**config.mk**
```make
export PLATFORM = sky130hd
export DESIGN_NAME = fetch_stage_flat
export DESIGN_NICKNAME = d
export VERILOG_FILES = /design/src/rtl/fetch_stage_if.sv /design/src/rtl/fetch_stage.sv /design/src/flat_wrapper.sv
export SDC_FILE = /design/constraint.sdc
export NUM_CORES = 1
export LEC_CHECK = 0
export CORE_ASPECT_RATIO = 1.4
export CORE_MARGIN = 2
export CORE_UTILIZATION = 60
export CTS_CLUSTER_SIZE = 16
export DETAILED_ROUTE_END_ITERATION = 10
export GPL_ROUTABILITY_DRIVEN = 0
export GPL_TIMING_DRIVEN = 0
export PLACE_DENSITY = 0.84
export SYNTH_ARGS = -nofsm -noshare
export SYNTH_HDL_FRONTEND = slang
export SYNTH_SLANG_ARGS = --single-unit
```
**constraint.sdc**
```tcl
create_clock -name clk -period 6.4 [get_ports clk]
set_clock_uncertainty 0.15 [all_clocks]
set_input_delay 0.96 -clock clk [delete_from_list [all_inputs] [get_ports clk]]
set_output_delay 0.96 -clock clk [all_outputs]
set_load 0.005 [all_outputs]
```
**src/rtl/fetch_stage_if.sv**
```systemverilog
// Bundles the instruction-memory request bus, the redirect/stall controls and the
// fetch/decode boundary register outputs of the fetch stage.
interface fetch_stage_if;
   logic        imem_valid;
   logic [31:0] imem_addr;
   logic        imem_ready;
   logic [31:0] imem_rdata;
   logic        redirect;
   logic [31:0] redirect_pc;
   logic        stall;
   logic        instr_valid;
   logic [31:0] instr;
   logic [31:0] pc;

   modport master (
      output imem_valid, imem_addr, instr_valid, instr, pc,
      input  imem_ready, imem_rdata, redirect, redirect_pc, stall
   );

   modport slave (
      input  imem_valid, imem_addr, instr_valid, instr, pc,
      output imem_ready, imem_rdata, redirect, redirect_pc, stall
   );
endinterface

```
**src/rtl/fetch_stage.sv**
```systemverilog
// RV32 fetch/align stage: word reads from imem into a 4-halfword FIFO, one 16- or
// 32-bit instruction per cycle into a registered decode boundary.
module fetch_stage #(
   parameter logic [31:0] RESET_PC = 32'h0000_0000
) (
   input  logic          clk,
   input  logic          rst,
   fetch_stage_if.master bus
);
   logic        pending_reg, pending_next;
   logic [31:0] req_addr_reg, req_addr_next;
   logic [31:0] fetch_addr_reg, fetch_addr_next;
   logic        skip_reg, skip_next;
   logic        drop_reg, drop_next;
   logic [2:0]  count_reg, count_next;
   logic [31:0] head_pc_reg, head_pc_next;
   logic [15:0] hw_reg [4];
   logic [3:0][15:0] hw_next;
   logic        instr_valid_reg;
   logic [31:0] instr_reg, pc_reg;

   logic        is_wide, have_instr, do_pop, complete, hold, do_push;
   logic [2:0]  pop_n, push_n, base;
   logic [3:0]  fill;
   logic [15:0] first_hw;

   assign is_wide    = (hw_reg[0][1:0] == 2'b11);
   assign have_instr = is_wide ? (count_reg >= 3'd2) : (count_reg >= 3'd1);
   assign do_pop     = !bus.redirect && !bus.stall && have_instr;
   assign pop_n      = !do_pop ? 3'd0 : (is_wide ? 3'd2 : 3'd1);
   assign complete   = pending_reg && bus.imem_ready;
   assign hold       = pending_reg && !bus.imem_ready;
   assign do_push    = complete && !drop_reg && !bus.redirect;
   assign push_n     = !do_push ? 3'd0 : (skip_reg ? 3'd1 : 3'd2);
   assign first_hw   = skip_reg ? bus.imem_rdata[31:16] : bus.imem_rdata[15:0];
   assign base       = count_reg - pop_n;
   assign fill       = {1'b0, base} + {1'b0, push_n};

   // Entry gi keeps a surviving halfword shifted down by the pop, or takes new data.
   for (genvar gi = 0; gi < 4; gi++) begin : g_buf
      logic [1:0] src;
      assign src = 2'(gi) + pop_n[1:0];
      assign hw_next[gi] = (3'(gi) < base) ? hw_reg[src] :
                           (push_n != 3'd0 && 3'(gi) == base) ? first_hw :
                           (push_n == 3'd2 && 3'(gi) == base + 3'd1) ? bus.imem_rdata[31:16] :
                           hw_reg[gi];
   end

   always_comb begin
      count_next      = fill[2:0];
      fetch_addr_next = fetch_addr_reg;
      skip_next       = skip_reg;
      drop_next       = drop_reg;
      head_pc_next    = head_pc_reg;
      if (bus.redirect) begin
         count_next      = 3'd0;
         fetch_addr_next = {bus.redirect_pc[31:2], 2'b00};
         skip_next       = bus.redirect_pc[1];
         drop_next       = hold;
         head_pc_next    = bus.redirect_pc;
      end else begin
         if (complete) begin
            drop_next = 1'b0;
            if (!drop_reg)
               fetch_addr_next = fetch_addr_reg + 32'd4;
         end
         if (do_push && skip_reg)
            skip_next = 1'b0;
         if (do_pop)
            head_pc_next = head_pc_reg + (is_wide ? 32'd4 : 32'd2);
      end
      // A held request keeps its address even across a redirect; its data gets dropped.
      if (bus.redirect || hold)
         pending_next = 1'b1;
      else
         pending_next = (count_next <= 3'd2);
      req_addr_next = hold ? req_addr_reg : fetch_addr_next;
   end

   always_ff @(posedge clk) begin
      if (!rst) begin
         pending_reg     <= 1'b0;
         req_addr_reg    <= {RESET_PC[31:2], 2'b00};
         fetch_addr_reg  <= {RESET_PC[31:2], 2'b00};
         skip_reg        <= RESET_PC[1];
         drop_reg        <= 1'b0;
         count_reg       <= 3'd0;
         head_pc_reg     <= RESET_PC;
         instr_valid_reg <= 1'b0;
         instr_reg       <= 32'd0;
         pc_reg          <= 32'd0;
         for (int i = 0; i < 4; i++)
            hw_reg[i] <= 16'd0;
      end else begin
         pending_reg    <= pending_next;
         req_addr_reg   <= req_addr_next;
         fetch_addr_reg <= fetch_addr_next;
         skip_reg       <= skip_next;
         drop_reg       <= drop_next;
         count_reg      <= count_next;
         head_pc_reg    <= head_pc_next;
         for (int i = 0; i < 4; i++)
            hw_reg[i] <= hw_next[i];
         if (bus.redirect) begin
            instr_valid_reg <= 1'b0;
         end else if (!bus.stall) begin
            instr_valid_reg <= have_instr;
            if (have_instr) begin
               instr_reg <= is_wide ? {hw_reg[1], hw_reg[0]} : {16'd0, hw_reg[0]};
               pc_reg    <= head_pc_reg;
            end
         end
      end
   end

   // Issuing only at count<=2 means a returned word can never overflow the buffer.
   assert property (@(posedge clk) disable iff (!rst) fill <= 4'd4);

   assign bus.imem_valid  = pending_reg;
   assign bus.imem_addr   = req_addr_reg;
   assign bus.instr_valid = instr_valid_reg;
   assign bus.instr       = instr_reg;
   assign bus.pc          = pc_reg;
endmodule

```
**src/flat_wrapper.sv**
```systemverilog
// flat-port wrapper written by rule: the top's interface ports become plain ports
module fetch_stage_flat 
#(
   parameter logic [31:0] RESET_PC = 32'h0000_0000
)
  (clk, rst, bus_imem_valid, bus_imem_addr, bus_instr_valid, bus_instr, bus_pc, bus_imem_ready, bus_imem_rdata, bus_redirect, bus_redirect_pc, bus_stall);
  fetch_stage_if bus_i ();
  input  logic clk;
  input  logic rst;
  output wire logic [$bits(bus_i.imem_valid)-1:0] bus_imem_valid;
  output wire logic [$bits(bus_i.imem_addr)-1:0] bus_imem_addr;
  output wire logic [$bits(bus_i.instr_valid)-1:0] bus_instr_valid;
  output wire logic [$bits(bus_i.instr)-1:0] bus_instr;
  output wire logic [$bits(bus_i.pc)-1:0] bus_pc;
  input wire logic [$bits(bus_i.imem_ready)-1:0] bus_imem_ready;
  input wire logic [$bits(bus_i.imem_rdata)-1:0] bus_imem_rdata;
  input wire logic [$bits(bus_i.redirect)-1:0] bus_redirect;
  input wire logic [$bits(bus_i.redirect_pc)-1:0] bus_redirect_pc;
  input wire logic [$bits(bus_i.stall)-1:0] bus_stall;
  assign bus_imem_valid = bus_i.imem_valid;
  assign bus_imem_addr = bus_i.imem_addr;
  assign bus_instr_valid = bus_i.instr_valid;
  assign bus_instr = bus_i.instr;
  assign bus_pc = bus_i.pc;
  assign bus_i.imem_ready = bus_imem_ready;
  assign bus_i.imem_rdata = bus_imem_rdata;
  assign bus_i.redirect = bus_redirect;
  assign bus_i.redirect_pc = bus_redirect_pc;
  assign bus_i.stall = bus_stall;
  fetch_stage #(.RESET_PC(RESET_PC)) u_core (.clk(clk), .rst(rst), .bus(bus_i));
endmodule
```
# Yosys cells after proc, flatten, opt, wreduce, memory -nomap -nowiden

Memories as Yosys holds them, arrays and structs flattened.
Cells that the tools add are included.

Bitwise logic cells: 7
Add/subtract/negate cells: 8
Shifts and indexed selects: 0
$mul: 0
Reduce and logical (&&, ||, !) cells: 30
Div/mod/pow operators: 0
Multiplexer cells: 37
Order comparisons: 7
Equal/unequal tests: 10

Operators by type and width:

| cell                                                                         | count |
|---|---|
| 16-bit two-way mux                                                           | 17 |
| 32-bit two-way mux                                                           | 6 |
| 32-bit by 3-bit adder with 32-bit output (second input constant)             | 1 |
| 32-bit adder                                                                 | 1 |
| 1-bit logical AND                                                            | 15 |
| 2-bit by 3-bit == test with 1-bit output (first input constant)              | 4 |
| 3-bit two-way mux                                                            | 4 |
| 1-bit two-way mux                                                            | 8 |
| 1-bit by 3-bit == test with 1-bit output (first input constant)              | 2 |
| 3-bit logical NOT                                                            | 2 |
| 1-bit by 3-bit less-than comparator with 1-bit output (first input constant) | 2 |
| 2-bit by 3-bit less-than comparator with 1-bit output (first input constant) | 2 |
| 3-bit != test (second input constant)                                        | 2 |
| 2-bit nonzero test                                                           | 3 |
| 2-bit adder (first input constant)                                           | 2 |
| 1-bit logical NOT                                                            | 4 |
| 2-bit two-way mux                                                            | 2 |
| 1-bit OR                                                                     | 4 |
| 2-bit AND reduction                                                          | 2 |
| 3-bit by 1-bit adder with 3-bit output (second input constant)               | 1 |
| 3-bit adder                                                                  | 1 |
| 3-bit by 2-bit == test with 1-bit output (second input constant)             | 1 |
| 3-bit by 1-bit >= comparator with 1-bit output (second input constant)       | 1 |
| 3-bit by 2-bit >= comparator with 1-bit output (second input constant)       | 1 |
| other kinds (9)                                                              | 11 |

Memories: 1
Bits in read-only memories: 0
Register bits: 167
Logic and storage cells: 110
Latch bits: 0
Output and inout bits: 98
Input bits: 69
Bits in writable memories: 64

Memories:

| memory        | depth | width | read ports | clocked after Yosys merged registers in | write ports | RTL line          | text |
|---|---|---|---|---|---|---|---|
| u_core.hw_reg | 4     | 16    | 6          | 0                                       | 4           | fetch_stage.sv:17 | `logic [15:0] hw_reg [4];` |

# Depth between registers and ports, before layout

An unclocked memory read counts as a cell.

Word-level depth: 13
Gate-level depth with buffers: 17
Gate-level depth less buffers: 12

# Worst setup path after synthesis

OpenSTA, ideal clock, no wires.

Path kind: input -> register
From: in bus_redirect
To: mem u_core.hw_reg[3][0], enable pin
Stages on the path: 8
Path slack: 2.196 ns
Arrival: 3.659 ns
Library setup time: 0.394 ns
Buffers on the path: 3
Data required time: 5.856 ns
Cell sequence: buf_2 -> a211oi_2 -> clkbuf_1 -> nand2_1 -> fa_1 -> xor2_1 -> clkbuf_1 -> o211ai_1

RTL lines:

| item            | RTL line           | text |
|---|---|---|
| start, declared | flat_wrapper.sv:17 | `input wire logic [$bits(bus_i.redirect)-1:0] bus_redirect;` |
| end, declared   | fetch_stage.sv:17  |  |

==> metrics.csv <==
metric,value,unit
Synth Register Bits,231,
worst hold path type,register to register,
number of flip-flops in the largest register,64,
pin count of the biggest net entering global routing,17,
period utilization,85.5,%
startpoint types,register,
final setup fails,0,
Sw Share,27.8,%
DRT iter0 DRCs,1612,
CTS tree,done,
"Warnings, synthesis",0,
first-pass GRT wire length,68900,um
final core occ,75.9,%
vias per inst,6.74,
via count,12800,
worst vdd ir,0.000212,V
post-route ant nets,0,
sequential fraction of the synthesis area,41.8,%
Critical Path Slowest Stage Cell,buf_1,
Mapped Nets,1522,
most frequent cells in the layout,"nand2_1 (288), a21oi_1 (204), dfxtp_1 (199), clkdlybuf4s50_1 (165), o21ai_0 (82)",
Worst-Margin Slew,1.06,ns
CTS Buf Count,23,
row count,60,
largest stage delay on the critical path,0.64,ns
worst-path cell chain,clkbuf_1 > and2_1 > buf_2 > buf_1 > buf_1 > nand2_1 > fa_1 > xor2_1 > nand2_1 > nand2_1 > clkbuf_1 > o211ai_1 > o221a_2,
Post-Route WL,46000,um
TritonRoute pass-1 iters,7,
Async SR Flop Fraction,0,%
WL per Instance,24.2,um
crit path DAT,5.79,ns
vias in the first global route,12500,
die area,20900,um2
Leakage Power,5.21,nW
synthesized area,11800,um2
min-delay src,u_core.bus.instr[27],
die height,170,um
Critical Path Most Common Cell,nand2_1,
CTS Sinks,231,
CP endpoint kind,register,
final hold vios,0,
pre-CTS setup slack,0.747,ns
Initial Utilization,61.4,%
DP Area,13800,um2
nets,1714,
syn_area_per_cell,8.20,um2
Synth top area share,33.6,%
Slew Limit Fails,0,
# fillers,1462,
GR Overflow Total,0,
P_sw,987,uW
"most common cell after layout, fill and taps aside",nand2_1,
post-route cell area,14600,um2
HPWL after DPL,31900,um
Seq pwr share,46.4,%
max frequency,183,MHz
hold_buf cts,0,
relative slew slack,28.8,%
IO buf count,165,
CTS resizes,0,
GRT Total Usage,44.4,%
die span in x,123,um
"top cells by area, synth","dfxtp_1 (34%), nand2_1 (9.1%), a21oi_1 (8.6%)",
CTS Buffer Depth,3,
RSZ-0062 raised after global routing,false,
Worst Setup SP,u_core.hw_reg[0][0],
Clock power frac,41.5,%
# DRC,0,
pwr/cell area,242,nW/um2
unique cell type count in the Yosys netlist,74,
Crit path max-delay family,buffers and inverters,
setup repair bufs after CTS,0,
num ports,167,
WHS,0.305,ns
Worst R2R Start,u_core.hw_reg[0][0],
Root Buffer,clkbuf_16,
"Top FF cell, synth",dfxtp_1,
Worst Path Buf+Inv,5,
crit-path max FO,11,
initial antenna violation count,2,
Comb pwr share,12.1,%
Synth area leader,dfxtp_1,
Max Cap Violations,0,
Period minus WS final,5.47,ns
cells after synthesis,1444,
number of flops mapped to enable cells by yosys,32,
Int Pwr,2.56,mW
crit path kind,register to register,
clk_lat worst skew,0.57,ns
H-tree depth,1,
clk slew on worst S/H paths,0.07,ns
setup tns final,0,ns
"Req. time, crit path",6.72,ns
status,"finished, final reports clean",
area grow syn2layout,23.6,%
final worst setup slack,0.925,ns
Core Region,19300,um2
share of layout cells above drive strength 1,6.11,%
## worst reg2reg max path: stages (launching register included)
cell and delay (ns):
dfxtp_1 0.31, clkbuf_1 0.29, and2_1 0.18, buf_2 0.19
buf_1 0.64, buf_1 0.52, nand2_1 0.27, fa_1 0.50
xor2_1 0.49, nand2_1 0.40, nand2_1 0.33, clkbuf_1 0.61
o211ai_1 0.22, o221a_2 0.29
## per-layer routing
layer | share of wire (%) | vias to the layer above | global-route usage, % | wire (um)
met4 | 12 | 0 | 38.1 | 5410
met5 | 0 | - | 0 | 0
met1 | 31 | 5855 | 44.7 | 14300
met2 | 45 | 1004 | 70.6 | 20700
li1 | - | 5569 | - | -
met3 | 12 | 388 | 17.4 | 5630
## cells in the mapped netlist (12+ instances only)
master     instances
o21ai_0           82
xor2_1            30
o22ai_1           17
nand2b_1          20
a211o_1           15
nand2_1          288
inv_1             17
nor3_1            18
xnor2_1           16
o211ai_1          18
a21oi_1          204
nand4_1           22
nor4_1            12
nor2_1            67
clkbuf_1          77
o221a_2           14
edfxtp_1          32
o2111ai_1         14
mux2i_1           78
dfxtp_1          199
nand3_1           50
## cell families after synthesis
kind of cell | synth area share (%)
compound gates | 21.9
xor+xnor | 3.40
fa+ha+maj | 1.14
buf+inv | 4.45
flops | 41.8
mux | 7.16
simple gates | 20.2
## area by class of cell
type	count	area (um2)	share of cell area (%)
Antenna cell	2	5.00	0.0342
Buffer	106	452	3.09
Clock buffer	35	734	5.02
Clock inverter	6	76.3	0.521
Inverter	20	75.1	0.513
Multi-Input combinational cell	1087	6370	43.5
Sequential cell	231	4940	33.8
Tap cell	248	310	2.12
Timing Repair Buffer	167	1670	11.4
## final timing paths
path,end,slack [ns],cells after the start
setup / recovery,u_core.hw_reg[1][5],0.93,13
hold / removal,u_core.bus.instr[27],0.30,2
setup reg to reg,u_core.hw_reg[1][5],0.93,13
hold reg to reg,u_core.bus.instr[27],0.30,2
## power groups by stage
stage | Sequential (mW) | Combinational [mW] | Clock (mW)
after floorplan | 1.63 | 0.227 | 0
after global placement | 1.66 | 0.390 | 0
after detailed placement | 1.66 | 0.400 | 0
after CTS | 1.63 | 0.405 | 1.44
after global routing | 1.64 | 0.450 | 1.52
final | 1.65 | 0.428 | 1.47
## per-stage QoR
step           total power [mW]  cells
6_report                   3.55   1902
2_1_floorplan              1.85   1444
3_3_place_gp               2.05   1857
3_5_place_dp               2.06   1859
5_1_grt                    3.61   1900
4_1_cts                    3.47   1900
Power figures use the tool's default switching activity.
